[src/rtl/vending_machine_multi.sv]
// Multi-product vending machine: coin credit, purchase, refund/change dispensing.
// Optional per-product stock counters are compiled in with VM_STOCK_EN.
module vending_machine_multi #(
    parameter int                              NUM_PRODUCTS = 4,
    parameter int                              CREDIT_W     = 10,
    parameter int                              MAX_CREDIT   = 500,
    parameter logic [NUM_PRODUCTS*CREDIT_W-1:0] PRICES      = {10'd100, 10'd70, 10'd50, 10'd30},
    parameter logic [7:0]                      STOCK_INIT   = 8'd8
) (
    input  logic                clk,
    input  logic                rst,
    input  logic [7:0]          coin_in,
    input  logic [2:0]          button_in,
    input  logic                cancel,
    input  logic                restock,
    output logic [CREDIT_W-1:0] credit,
    output logic [2:0]          beverage_out,
    output logic [CREDIT_W-1:0] change_out,
    output logic                coin_reject,
    output logic                deny,
    output logic [1:0]          state
);

    typedef enum logic [1:0] {
        IDLE    = 2'd0,
        DELIVER = 2'd1,
        CHANGE  = 2'd2
    } state_t;

    localparam logic [CREDIT_W:0] MAX_C = (CREDIT_W+1)'(MAX_CREDIT);

    state_t st_q, st_d;
    logic [CREDIT_W-1:0] credit_d, change_d;
    logic [2:0]          bev_d;
    logic                reject_d, deny_d;

    logic [NUM_PRODUCTS-1:0][CREDIT_W-1:0] price_tbl;
    logic [NUM_PRODUCTS-1:0]               stock_avail;
    logic [CREDIT_W-1:0]                   price_sel;
    logic                                  in_range, stock_ok;
    logic                                  coin_valid, coin_fits, cancel_go, buy_ok, buy;
    logic [CREDIT_W:0]                     coin_sum;

    assign price_tbl = PRICES;

    // Largest coin not exceeding the remaining credit; credit is always a multiple of 10.
    function automatic logic [CREDIT_W-1:0] change_coin(input logic [CREDIT_W-1:0] c);
        if (c >= CREDIT_W'(200))      change_coin = CREDIT_W'(200);
        else if (c >= CREDIT_W'(100)) change_coin = CREDIT_W'(100);
        else if (c >= CREDIT_W'(50))  change_coin = CREDIT_W'(50);
        else if (c >= CREDIT_W'(20))  change_coin = CREDIT_W'(20);
        else if (c >= CREDIT_W'(10))  change_coin = CREDIT_W'(10);
        else                          change_coin = '0;
    endfunction

    always_comb begin
        price_sel = '0;
        in_range  = 1'b0;
        stock_ok  = 1'b0;
        for (int k = 0; k < NUM_PRODUCTS; k++) begin
            if (button_in == 3'(k+1)) begin
                in_range  = 1'b1;
                price_sel = price_tbl[k];
                stock_ok  = stock_avail[k];
            end
        end
    end

    assign coin_valid = (coin_in == 8'd10) || (coin_in == 8'd20) || (coin_in == 8'd50) ||
                        (coin_in == 8'd100) || (coin_in == 8'd200);
    assign coin_sum   = {1'b0, credit} + (CREDIT_W+1)'(coin_in);
    assign coin_fits  = coin_sum <= MAX_C;
    // Cancel with no credit does nothing, so it must not mask a coin or button.
    assign cancel_go  = cancel && (credit != '0);
    assign buy_ok     = in_range && (credit >= price_sel) && stock_ok;
    assign buy        = (st_q == IDLE) && !cancel_go && (coin_in == 8'd0) && buy_ok;

`ifdef VM_STOCK_EN
    logic [NUM_PRODUCTS-1:0][7:0] stock_q;

    always_comb begin
        stock_avail = '0;
        for (int k = 0; k < NUM_PRODUCTS; k++) stock_avail[k] = (stock_q[k] != 8'd0);
    end

    // Restock wins over a same-cycle purchase decrement.
    always_ff @(posedge clk) begin
        if (rst || restock) begin
            for (int k = 0; k < NUM_PRODUCTS; k++) stock_q[k] <= STOCK_INIT;
        end else if (buy) begin
            for (int k = 0; k < NUM_PRODUCTS; k++)
                if (button_in == 3'(k+1)) stock_q[k] <= stock_q[k] - 8'd1;
        end
    end
`else
    logic unused_restock;
    assign unused_restock = restock;
    assign stock_avail    = '1;
`endif

    always_ff @(posedge clk) begin
        if (rst) st_q <= IDLE;
        else     st_q <= st_d;
    end

    always_comb begin
        st_d = st_q;
        unique case (st_q)
            IDLE: begin
                if (cancel_go)             st_d = CHANGE;
                else if (coin_in != 8'd0)  st_d = IDLE;
                else if (buy_ok)           st_d = DELIVER;
            end
            DELIVER: st_d = (credit != '0) ? CHANGE : IDLE;
            CHANGE:  st_d = (credit == '0) ? IDLE : CHANGE;
            default: st_d = IDLE;
        endcase
    end

    always_comb begin
        credit_d = credit;
        bev_d    = 3'd0;
        change_d = '0;
        reject_d = (coin_in != 8'd0);
        deny_d   = 1'b0;
        unique case (st_q)
            IDLE: begin
                if (cancel_go) begin
                    reject_d = 1'b0;
                end else if (coin_in != 8'd0) begin
                    if (coin_valid && coin_fits) begin
                        credit_d = coin_sum[CREDIT_W-1:0];
                        reject_d = 1'b0;
                    end
                end else if (button_in != 3'd0) begin
                    if (buy_ok) begin
                        credit_d = credit - price_sel;
                        bev_d    = button_in;
                    end else begin
                        deny_d   = 1'b1;
                    end
                end
            end
            CHANGE: begin
                change_d = change_coin(credit);
                credit_d = credit - change_d;
            end
            default: ;
        endcase
    end

    always_ff @(posedge clk) begin
        if (rst) begin
            credit       <= '0;
            beverage_out <= 3'd0;
            change_out   <= '0;
            coin_reject  <= 1'b0;
            deny         <= 1'b0;
        end else begin
            credit       <= credit_d;
            beverage_out <= bev_d;
            change_out   <= change_d;
            coin_reject  <= reject_d;
            deny         <= deny_d;
        end
    end

    assign state = st_q;

endmodule

[config.mk]
export PLATFORM = sky130hd
export DESIGN_NAME = vending_machine_multi
export DESIGN_NICKNAME = d
export VERILOG_FILES = /design/src/rtl/vending_machine_multi.sv
export SDC_FILE = /design/constraint.sdc
export NUM_CORES = 1
export LEC_CHECK = 0
export ABC_AREA = 1
export BUFFER_PORTS_ARGS = -buffer_cell sky130_fd_sc_hd__buf_2
export CAP_MARGIN = 20
export CORE_MARGIN = 8
export CORE_UTILIZATION = 45
export DETAILED_ROUTE_END_ITERATION = 8
export GPL_TIMING_DRIVEN = 0
export PLACE_DENSITY = 0.76
export SKIP_CTS_REPAIR_TIMING = 1
export SLEW_MARGIN = 10
export SYNTH_ARGS = -nofsm -noshare
export SYNTH_HDL_FRONTEND = slang
export SYNTH_SLANG_ARGS = --single-unit
[constraint.sdc]
create_clock -name clk -period 8.7 [get_ports clk]
set_clock_uncertainty 0.2 [all_clocks]
set_input_delay 1.305 -clock clk [delete_from_list [all_inputs] [get_ports clk]]
set_output_delay 1.305 -clock clk [all_outputs]
set_load 0.005 [all_outputs]
==> implementation parameters <==
Parameter                              Value

Detailed routing
  Number of design rule violations left after detail routing    0
  Overall routed net length    7600 um
  Post-detailed-route via-to-cell ratio    5.27
  Via count    2969
  Average detailed-routed wire length per instance    13.5 um
  Remaining number of nets flagged by the antenna check after routing    0
  Number of detailed-route iterations in the first pass    5
  Number of DRC markers after the initial detailed-route iteration    257

Clock network
  Clock H-tree levels    1
  Clock sink count    24
  Clock root buffer    sky130_fd_sc_hd__clkbuf_8
  Number of buffers inserted during clock tree synthesis    3
  Clock transition at the registers of the reported paths    0.08 ns
  Worst-skew pair later-pin latency    0.27 ns
  CTS tree    built
  Clock buffer depth    2

Timing
  Setup repair after global routing missed its margin    false
  Number of failing hold endpoints at the final stage    0
  Worst-Margin Slew    0.535 ns
  Min setup slack post-route    5.16 ns
  Part of the cycle the worst path needs    40.7%
  Max-Slew Margin vs Limit    64.0%
  Fmax achieved    282 MHz
  Final-report setup violation count    0
  Final worst path period need    3.54 ns
  Slew Viols, Final    0
  Final total negative setup slack    0 ns

Floorplanning
  Full die area    8630 sq um
  Vertical die dimension    92.9 um
  IO Pins    42
  Initial core utilization    45.8%
  Die extent in x    92.9 um
  # rows    28
  Core box area    5820 sq um

Global route
  Wire length of the first global-routing pass    12800 um
  All-Layer GR Usage    18.0%
  Largest net degree at the start of global routing    14
  Number of antenna violations at the first check in global routing    0
  Vias in the first global route    2773
  Total global routing overflow    0

Worst setup path
  Endpoint arrival time on the critical path    3.51 ns
  Worst Path Max Fanout    10
  Crit end category    flop
  Startpoint of the worst-slack reg-to-reg timing path    credit[9]
  Worst-case register-to-register setup slack    5.22 ns
  Crit path kind    in -> reg
  Capture point of the worst reg-to-reg path    credit[8]
  Category of the worst setup path launch point    primary input
  Worst r2r path cells    18
  Required arrival time at the worst endpoint    8.67 ns

Synth
  Count of unique library cells instantiated by Yosys    39
  Leading area contributor after synthesis    sky130_fd_sc_hd__nand2_1
  Synth Area per Inst    5.98 sq um
  Netlist Area Pre-Place    2660 sq um
  Share of async-settable or async-resettable flops after synthesis    0%
  Fraction of synthesized cell area taken by the top area cell type    18.2%
  Top cells by area, synth    sky130_fd_sc_hd__nand2_1, sky130_fd_sc_hd__dfxtp_1, sky130_fd_sc_hd__ha_1
  Flop and latch count out of synthesis    24
  Number of instances in the synthesized netlist    445
  Ys flop type    sky130_fd_sc_hd__dfxtp_1
  Number of synthesized flops with an enable pin    0
  Yosys warnings    0
  Sequential-to-total area share from yosys stat    18.0%

Cells and area
  Layout cells sized above 1    17.0%
  Antenna cells    0
  Post-layout net count    528
  Syn-to-layout area delta    12.8%

Power and ir drop
  Leak Pwr    1.65 nW
  Total power draw    1.27 mW
  Cell Pwr Density    423 nW/um^2
  Worst VDD drop    0.179 mV

Placed design
  Weighted congestion reported at the end of routability-driven placement    0.950
  Count of port buffers added during placement    37
  Setup slack after placement    4.90 ns
  Placed wire-length estimate after detailed placement    6320 um

Status
  Result of the run    completed

Worst hold path
  Hold path startpoint    credit[7]
  Worst hold endpoint    credit[7]
  Cell depth of the worst hold path    2
  Tightest Hold Check Type    reg -> reg

Flow run
  Number of maximum-capacitance constraint violations    0
synth_stat cells, types with 2 or more instances:
library cell,instances
sky130_fd_sc_hd__clkbuf_1,2
sky130_fd_sc_hd__nor2_2,8
sky130_fd_sc_hd__a21oi_1,19
sky130_fd_sc_hd__nor3_1,5
sky130_fd_sc_hd__or2_2,2
sky130_fd_sc_hd__fa_1,3
sky130_fd_sc_hd__a211oi_1,2
sky130_fd_sc_hd__buf_2,2
sky130_fd_sc_hd__buf_4,3
sky130_fd_sc_hd__buf_6,2
sky130_fd_sc_hd__nand2_2,8
sky130_fd_sc_hd__nand3_2,4
sky130_fd_sc_hd__a31oi_1,2
sky130_fd_sc_hd__xnor2_1,3
sky130_fd_sc_hd__xor2_1,4
sky130_fd_sc_hd__inv_2,4
sky130_fd_sc_hd__a21oi_2,7
sky130_fd_sc_hd__o21bai_1,2
sky130_fd_sc_hd__ha_1,21
sky130_fd_sc_hd__inv_1,54
sky130_fd_sc_hd__nand4_1,8
sky130_fd_sc_hd__o21a_1,2
sky130_fd_sc_hd__dfxtp_1,24
sky130_fd_sc_hd__o21ai_0,12
sky130_fd_sc_hd__nand3_1,43
sky130_fd_sc_hd__nand2_1,129
sky130_fd_sc_hd__nor2_1,56
sky130_fd_sc_hd__o21ai_1,2
sky130_fd_sc_hd__o211ai_1,2
cell usage in the layout (no fill, tap or decap), types with 2 or more instances in the layout:
master,count
sky130_fd_sc_hd__a211oi_1,2
sky130_fd_sc_hd__a21oi_1,19
sky130_fd_sc_hd__a21oi_2,7
sky130_fd_sc_hd__a31oi_1,2
sky130_fd_sc_hd__buf_2,39
sky130_fd_sc_hd__buf_4,3
sky130_fd_sc_hd__buf_6,2
sky130_fd_sc_hd__clkbuf_1,2
sky130_fd_sc_hd__clkbuf_8,4
sky130_fd_sc_hd__conb_1,3
sky130_fd_sc_hd__dfxtp_1,24
sky130_fd_sc_hd__fa_1,3
sky130_fd_sc_hd__ha_1,21
sky130_fd_sc_hd__inv_1,54
sky130_fd_sc_hd__inv_2,4
sky130_fd_sc_hd__nand2_1,129
sky130_fd_sc_hd__nand2_2,8
sky130_fd_sc_hd__nand3_1,43
sky130_fd_sc_hd__nand3_2,4
sky130_fd_sc_hd__nand4_1,8
sky130_fd_sc_hd__nor2_1,56
sky130_fd_sc_hd__nor2_2,8
sky130_fd_sc_hd__nor3_1,5
sky130_fd_sc_hd__o211ai_1,2
sky130_fd_sc_hd__o21a_1,2
sky130_fd_sc_hd__o21ai_0,12
sky130_fd_sc_hd__o21ai_1,2
sky130_fd_sc_hd__o21bai_1,2
sky130_fd_sc_hd__or2_2,2
sky130_fd_sc_hd__xnor2_1,3
sky130_fd_sc_hd__xor2_1,4
critical path: stages:
cell and delay (ns):
sky130_fd_sc_hd__buf_2 0.12, sky130_fd_sc_hd__nor2_1 0.13, sky130_fd_sc_hd__inv_1 0.07, sky130_fd_sc_hd__nor2_1 0.20
sky130_fd_sc_hd__nor2_1 0.09, sky130_fd_sc_hd__ha_1 0.35, sky130_fd_sc_hd__a21oi_1 0.21, sky130_fd_sc_hd__nand2_1 0.07
sky130_fd_sc_hd__nand2_1 0.05, sky130_fd_sc_hd__nand4_1 0.08, sky130_fd_sc_hd__o21ai_1 0.21, sky130_fd_sc_hd__nand2_1 0.08
sky130_fd_sc_hd__nand2_1 0.10, sky130_fd_sc_hd__inv_2 0.07, sky130_fd_sc_hd__buf_6 0.15, sky130_fd_sc_hd__a21oi_2 0.15
sky130_fd_sc_hd__nor2_2 0.05
cell families (layout without fill, tap and decap cells):
kind of cell | after synthesis | in the layout | synth area share [%]
AO/OA/AOI/OAI | 53 | 53 | 12.0
XOR/XNOR | 7 | 7 | 2.30
adder cells (fa/ha/maj) | 24 | 24 | 12.1
buffers and inverters | 69 | 110 | 11.4
flip-flops | 24 | 24 | 18.0
other | 1 | 3 | 0.141
AND/OR/NAND/NOR | 267 | 267 | 43.9
sequential cells by signal (all words and copies together), names as in the netlist:
register and cells:
coin_reject 1, state 2, change_out 7, beverage_out 3, credit 10, deny 1
per-layer routing:
layer,vias to the layer above,global-route usage [%],share of wire (%)
met5,-,0,0
met3,14,2.75,5.6
li1,1523,-,-
met1,1336,22.8,47
met4,0,4.03,1.7
met2,96,31.1,46
layout make-up:
| type | instances | area [sq um] |
|---|---|---|
| buffer | 10 | 82.6 |
| clock buffer | 4 | 55.1 |
| fill | 654 | 2810 |
| inverter | 59 | 221 |
| multi-input combinational | 354 | 1890 |
| sequential | 24 | 480 |
| tap | 75 | 93.8 |
| timing repair buffer | 37 | 185 |
metrics by stage:
step	util, %	std cells	instance area [sq um]	hold slack, ns
2_1_floorplan	-	447	2670	0.365
3_3_place_gp	50.7	559	2950	0.407
3_5_place_dp	50.7	559	2950	0.414
4_1_cts	51.7	563	3000	0.428
5_1_grt	51.7	563	3000	0.474
6_report	51.7	563	3000	0.430
where the power goes:
part / internal (mW) / leakage, nW / switching [mW]
combinational: 0.373 / 1.42 / 0.631
clock: 0.0405 / 0.0288 / 0.0373
sequential: 0.135 / 0.195 / 0.0533
total: 0.549 / 1.65 / 0.721
worst max-delay path by stage:
stage / startpoint / end / slack, ns / cells past startpoint
6_report: button_in[0] / credit[2] / 5.16 / 17
3_3_place_gp: button_in[0] / credit[4] / 4.91 / 17
5_1_grt: button_in[0] / credit[4] / 4.91 / 18
4_1_cts: button_in[0] / credit[2] / 5.18 / 17
2_1_floorplan: button_in[1] / credit[4] / 5.32 / 16
3_5_place_dp: button_in[0] / credit[2] / 4.90 / 17
No activity file was read; power rests on OpenSTA's default activity.
